`src/rtl/mul_arb_pkg.sv`:
```
// mul_arb_pkg
//   Shared definitions for the multiplier arbiter:
//   - state_t   : arbiter FSM states (2-bit encoding)
//   - DEF_N, DEF_W, DEF_MAX_WAIT : default requester count, operand width, WAIT budget
//   - cnt_width : width of the WAIT-cycle counter for a given budget
package mul_arb_pkg;

   localparam int DEF_N        = 4;
   localparam int DEF_W        = 16;
   localparam int DEF_MAX_WAIT = 1024;

   typedef enum logic [1:0] {
      IDLE  = 2'd0,
      ISSUE = 2'd1,
      WAIT  = 2'd2,
      DRAIN = 2'd3
   } state_t;

   // The counter never holds more than MAX_WAIT-1, so clog2 bits suffice.
   function automatic int cnt_width(input int max_wait);
      return (max_wait > 2) ? $clog2(max_wait) : 1;
   endfunction

endpackage

```
`src/rtl/mul_rr_pick.sv`:
```
// mul_rr_pick
//   Combinational rotating-priority picker: selects the first asserted request
//   at or after ptr, wrapping modulo N.
//   Ports:
//     req    in  N   request levels
//     ptr    in  IW  highest-priority index
//     hit    out 1   some request is asserted
//     idx    out IW  index of the chosen request
//     onehot out N   one-hot form of idx (all zero when no hit)
module mul_rr_pick
   import mul_arb_pkg::*;
#(
   parameter int N  = DEF_N,
   parameter int IW = (N > 1) ? $clog2(N) : 1
) (
   input  logic [N-1:0]  req,
   input  logic [IW-1:0] ptr,
   output logic          hit,
   output logic [IW-1:0] idx,
   output logic [N-1:0]  onehot
);

   logic [IW-1:0] pos;

   always_comb begin
      hit = 1'b0;
      idx = '0;
      pos = '0;
      // Scan from the farthest offset down so the nearest request to ptr wins.
      for (int k = N - 1; k >= 0; k--) begin
         pos = IW'((int'(ptr) + k) % N);
         if (req[pos]) begin
            hit = 1'b1;
            idx = pos;
         end
      end
      onehot = hit ? (N'(1) << idx) : '0;
   end

endmodule

```
`src/rtl/mul_arbiter.sv`:
```
// mul_arbiter
//   Round-robin scheduler sharing one repeated-addition multiplier between N
//   requesters. Only IDLE arbitrates; a job runs IDLE -> ISSUE -> WAIT -> DRAIN,
//   or IDLE -> DRAIN directly when an operand is zero (multiplier not started).
//   Ports:
//     clk, rst          clock, synchronous active-high reset
//     req [N]           request levels; a_in/b_in packed W bits per requester
//     gnt [N]           one-cycle accept pulse
//     rsp_valid [N]     one-cycle response pulse; rsp_p/rsp_err qualify it
//     rsp_p [2W]        product (held until the next response), 0 on abort
//     rsp_err           job aborted by WAIT timeout
//     mul_start         one-cycle multiplier launch
//     mul_a, mul_b [W]  operands, held from arbitration until the next one
//     mul_clr           returns multiplier controller to idle (DRAIN and reset)
//     mul_done, mul_p   multiplier status (sticky) and product
module mul_arbiter
   import mul_arb_pkg::*;
#(
   parameter int N        = DEF_N,
   parameter int W        = DEF_W,
   parameter int MAX_WAIT = DEF_MAX_WAIT
) (
   input  logic             clk,
   input  logic             rst,
   input  logic [N-1:0]     req,
   input  logic [N*W-1:0]   a_in,
   input  logic [N*W-1:0]   b_in,
   output logic [N-1:0]     gnt,
   output logic [N-1:0]     rsp_valid,
   output logic [2*W-1:0]   rsp_p,
   output logic             rsp_err,
   output logic             mul_start,
   output logic [W-1:0]     mul_a,
   output logic [W-1:0]     mul_b,
   output logic             mul_clr,
   input  logic             mul_done,
   input  logic [2*W-1:0]   mul_p
);

   localparam int IW = (N > 1) ? $clog2(N) : 1;
   localparam int CW = cnt_width(MAX_WAIT);
   localparam logic [CW-1:0] CNT_LIMIT = CW'(MAX_WAIT - 1);

   state_t        state_reg, state_next;
   logic [IW-1:0] cur_reg, cur_next;
   logic [IW-1:0] ptr_reg, ptr_next;
   logic [CW-1:0] cnt_reg, cnt_next, cnt_inc;

   logic [N-1:0]   gnt_next, rsp_valid_next;
   logic [2*W-1:0] rsp_p_next;
   logic           rsp_err_next, mul_start_next, mul_clr_next;
   logic [W-1:0]   mul_a_next, mul_b_next;

   logic          pick_hit;
   logic [IW-1:0] pick_idx;
   logic [N-1:0]  pick_onehot;
   logic          pick_zero;

   // Unpacked operand views so the chosen requester can be indexed directly.
   logic [W-1:0] a_arr [N];
   logic [W-1:0] b_arr [N];

   for (genvar gi = 0; gi < N; gi++) begin : g_unpack
      assign a_arr[gi] = a_in[gi*W +: W];
      assign b_arr[gi] = b_in[gi*W +: W];
   end

   mul_rr_pick #(.N(N), .IW(IW)) u_pick (
      .req    (req),
      .ptr    (ptr_reg),
      .hit    (pick_hit),
      .idx    (pick_idx),
      .onehot (pick_onehot)
   );

   assign pick_zero = (a_arr[pick_idx] == '0) || (b_arr[pick_idx] == '0);
   assign cnt_inc   = cnt_reg + 1'b1;

   always_comb begin
      state_next     = state_reg;
      cur_next       = cur_reg;
      ptr_next       = ptr_reg;
      cnt_next       = cnt_reg;
      gnt_next       = '0;
      rsp_valid_next = '0;
      rsp_p_next     = rsp_p;
      rsp_err_next   = 1'b0;
      mul_start_next = 1'b0;
      mul_clr_next   = 1'b0;
      mul_a_next     = mul_a;
      mul_b_next     = mul_b;

      unique case (state_reg)
         IDLE: begin
            if (pick_hit) begin
               cur_next   = pick_idx;
               mul_a_next = a_arr[pick_idx];
               mul_b_next = b_arr[pick_idx];
               gnt_next   = pick_onehot;
               if (pick_zero) begin
                  // Product is known to be 0: respond straight from DRAIN.
                  state_next     = DRAIN;
                  rsp_valid_next = pick_onehot;
                  rsp_p_next     = '0;
                  mul_clr_next   = 1'b1;
               end else begin
                  state_next     = ISSUE;
                  mul_start_next = 1'b1;
               end
            end
         end
         ISSUE: begin
            // mul_done is deliberately not looked at here.
            cnt_next   = '0;
            state_next = WAIT;
         end
         WAIT: begin
            if (mul_done) begin
               // Done wins over a timeout landing on the same edge.
               rsp_p_next     = mul_p;
               rsp_valid_next = N'(1) << cur_reg;
               mul_clr_next   = 1'b1;
               state_next     = DRAIN;
            end else if (cnt_inc == CNT_LIMIT) begin
               // This edge would bring the count to MAX_WAIT-1: abort the job.
               // The error flag is carried straight into the rsp_err register.
               rsp_p_next     = '0;
               rsp_err_next   = 1'b1;
               rsp_valid_next = N'(1) << cur_reg;
               mul_clr_next   = 1'b1;
               state_next     = DRAIN;
            end else begin
               cnt_next = cnt_inc;
            end
         end
         DRAIN: begin
            ptr_next   = (cur_reg == IW'(N - 1)) ? '0 : cur_reg + 1'b1;
            cnt_next   = '0;
            state_next = IDLE;
         end
         default: state_next = IDLE;
      endcase
   end

   always_ff @(posedge clk) begin
      if (rst) begin
         state_reg <= IDLE;
         cur_reg   <= '0;
         ptr_reg   <= '0;
         cnt_reg   <= '0;
         gnt       <= '0;
         rsp_valid <= '0;
         rsp_p     <= '0;
         rsp_err   <= 1'b0;
         mul_start <= 1'b0;
         mul_a     <= '0;
         mul_b     <= '0;
         mul_clr   <= 1'b1;   // a reset mid-job must also idle the multiplier
      end else begin
         state_reg <= state_next;
         cur_reg   <= cur_next;
         ptr_reg   <= ptr_next;
         cnt_reg   <= cnt_next;
         gnt       <= gnt_next;
         rsp_valid <= rsp_valid_next;
         rsp_p     <= rsp_p_next;
         rsp_err   <= rsp_err_next;
         mul_start <= mul_start_next;
         mul_a     <= mul_a_next;
         mul_b     <= mul_b_next;
         mul_clr   <= mul_clr_next;
      end
   end

endmodule

```
`config.mk`:
```
export PLATFORM = sky130hd
export DESIGN_NAME = mul_arbiter
export DESIGN_NICKNAME = d
export VERILOG_FILES = /design/src/rtl/mul_arb_pkg.sv /design/src/rtl/mul_rr_pick.sv /design/src/rtl/mul_arbiter.sv
export SDC_FILE = /design/constraint.sdc
export NUM_CORES = 1
export LEC_CHECK = 0
export ABC_AREA = 0
export CAP_MARGIN = 30
export CELL_PAD_IN_SITES_DETAIL_PLACEMENT = 1
export CELL_PAD_IN_SITES_GLOBAL_PLACEMENT = 2
export CORE_MARGIN = 8
export CORE_UTILIZATION = 22
export CTS_BUF_LIST = sky130_fd_sc_hd__clkbuf_16
export DETAILED_ROUTE_END_ITERATION = 8
export PLACE_DENSITY = 0.87
export SYNTH_ARGS = -nofsm -noshare
export SYNTH_HDL_FRONTEND = slang
export SYNTH_SLANG_ARGS = --single-unit
```
`constraint.sdc`:
```
create_clock -name clk -period 2.9 [get_ports clk]
set_input_delay 0.58 -clock clk [delete_from_list [all_inputs] [get_ports clk]]
set_output_delay 0.58 -clock clk [all_outputs]
set_load 0.02 [all_outputs]
```
==> flow_summary.toml <==
[finish]
final_util_pct = 35.92
antennaDiodeCount = 0
largest-register = "rsp_p"
drive_gt1_share_pct = 18.77
regArea_um2 = 1827
top_regs = "rsp_p: 32 flops, mul_a: 16 flops, mul_b: 16 flops"
syn_to_final_growth_pct = 60.14
nets = 1147
largest_reg_flops = 32
multi_input_area_um2 = 3959
nFillCells = 3119

[clock_network]
clk_latency_ns = 0.35
cts_buffers = 9
cts_buffer_depth = 2
cts-root-buf = "clkbuf_16"
cts_sinks = 91
cts_tree = "done"
htreeDepth = 3
clk_pin_slew_ns = 0.07

[die]
die_w_um = 181.8
rows = 60
die-area_um2 = 33040
ios = 242
die_h_um = 181.8
start_util_pct = 22.43
core-area_um2 = 26950

[sta]
period_share_pct = 101.0
fin_setup_tns_ns = -0.02783
setup_violations = 1
fin_hold_ws_ns = 0.4864
tightest_slew_ns = 0.7837
hold_viol_final = 0
finalCriticalPeriod_ns = 2.928
maxSlewViolCount = 0
rsz0062_at_grt = "yes"
clock_skew_ns = 0.009938
setup_slack_ns = -0.02783
relSlewSlack_pct = 47.75
max_freq_mhz = 341.6

[placement]
place.port_buffers = 241
globalplace.congestion = 0.8534
place.detailed.hpwl_um = 19200

[critical_path]
cp_max_fo = 13
required_ns = 3.14
cp_slowest_stage_delay_ns = 0.39
crit_path_start_kind = "flip-flop"
crit_buf_inv = 4
crit_chain = "a21oi_2 -> o21a_4 -> o22a_4 -> buf_4 -> buf_12 -> mux2i_1 -> mux2_2 -> nand4_1 -> nor4_4 -> buf_4 -> buf_6 -> nor3_2 -> o41ai_2"
crit_top_cell = "buf_4"
end_kind = "flip-flop"
worstPathArrival_ns = 3.17
worst_path_max_delay_cell = "dfxtp_4"
path_delay_family = "compound AO/OA/AOI/OAI gates"
critPathKind = "flip-flop to flip-flop"

[yosys]
synth_top_area_cell = "dfxtp_1"
ys_top_cells_by_area = "dfxtp_1, mux2i_1, o311ai_2"
async_reset_ff_share_pct = 0
ys_warn_count = 0
yosys-top-cells-count = "dfxtp_1, nor2_1, nand2_1"
synth_nets = 899
yosysTopAreaCellShare_pct = 30.13
synth_cell_types = 49
ys_seq_area_share_pct = 30.13
avgSynthCellArea_um2 = 8.374
syn-cell-area_um2 = 6046
synth_edf_count = 0
synthesis.instances = 722
synth_seq_cells = 91
synthFlopType = "dfxtp_1"

[pwr]
finalPower_w = 0.005718
leakage_nw = 3.368
pwr_density_cell_nw_per_um2 = 590.6
ir_worst_vdd_mv = 0.3189

[outcome]
status = "complete, but fails checks"
violations = "setup timing"

[flow_run]
cap_violations = 0

[grt]
track_usage_pct = 15.17
grt_pass1_wl_um = 39410
grt_busiest_layer = "met2"
antenna_found_initial = 0
grt_pass1_vias = 6662
use_met3_pct = 3.114
grt_max_degree = 88
grt_overflow_total = 0
use_met1_pct = 17.69
grt_use_met2_pct = 27.13

[routing]
ant_nets = 0
viasPerCell = 4.780
drt-initial-drc-count = 289
wl_per_cell_um = 19.73
vias = 6291
routed_wl_um = 25970
dr.pass1.iters = 4
drc = 0

[worst_hold_path]
min_path_type = "flip-flop to flip-flop"
==> cell families after synthesis <==
group	count (synthesis)	share of synthesized area, %
compound gates	167	20.80
xor+xnor	2	0.2898
fa+ha+maj	10	2.070
buf+inv	82	7.202
flops	91	30.13
mux	99	17.11
simple gates	271	22.39
==> tightest hold or removal path, stage by stage, from the launching register on <==
cell	delay, ns
dfxtp_1	0.33
a21oi_1	0.06
nor2_1	0.07
==> layout make-up <==
class                      count  share of cell area, %
inverter                      12                 0.4652
timing repair buffer         306                  32.26
multi-input combinational    550                  40.89
clock buffer                   9                  2.326
tap                          341                  4.407
sequential                    91                  18.87
clock inverter                 7                 0.7883
==> layer usage <==
metal	share of wire, %	wire length [um]
met5	0	0
met4	2.6	671
met3	3.6	943
met2	51	13310
met1	43	11040
==> cell usage in the layout, fill, tap and decap left out, types with 32 or more instances in the layout <==
cell / Yosys / final
clkdlybuf4s50_1: 0 / 236
nor3b_1: 32 / 32
a31oi_1: 35 / 35
buf_4: 3 / 42
nor2_1: 91 / 87
nor3_1: 36 / 35
dfxtp_1: 91 / 89
mux2i_1: 67 / 66
nand2_1: 70 / 70
a21oi_1: 45 / 43
==> timing repair <==
action | 4_1_cts | 5_1_grt
setup buffers | 8 | 6
pin swaps | 7 | 13
hold buffers | 0 | 0
cloned | 3 | 1
resized for setup | 29 | 45
setup endpoints to repair | 39 | 40
==> final timing paths <==
check,cells past startpoint,slack (ns),to,startpoint
worst min register to register,2,0.49,mul_b[11]$_SDFFE_PP0P_,mul_b[11]$_SDFFE_PP0P_
worst max-delay path,13,-0.03,state_reg[1]$_SDFFE_PP0P_,ptr_reg[1]$_SDFFE_PP0P_
worst max register to register,13,-0.03,state_reg[1]$_SDFFE_PP0P_,ptr_reg[1]$_SDFFE_PP0P_
worst min-delay path,2,0.49,mul_b[11]$_SDFFE_PP0P_,mul_b[11]$_SDFFE_PP0P_
==> metrics by stage <==
step	std cells	setup WS, ns	cell area [um^2]
CTS	1313	-0.02619	9542
global route	1316	-0.1434	9682
global placement	1286	-0.7346	9050
detailed placement	1286	-0.7859	9050
floorplan	722	0.1315	6046
finish	1316	-0.02783	9682
==> report_power, final <==
| group | internal, W | switching, W | total, W |
|---|---|---|---|
| Sequential | 0.00144 | 0.000122 | 0.00157 |
| Combinational | 0.00127 | 0.00165 | 0.00292 |
| Clock | 0.000677 | 0.000556 | 0.00123 |
| Total | 0.00339 | 0.00233 | 0.00572 |
Note: power is estimated with default switching activity, not from simulation.
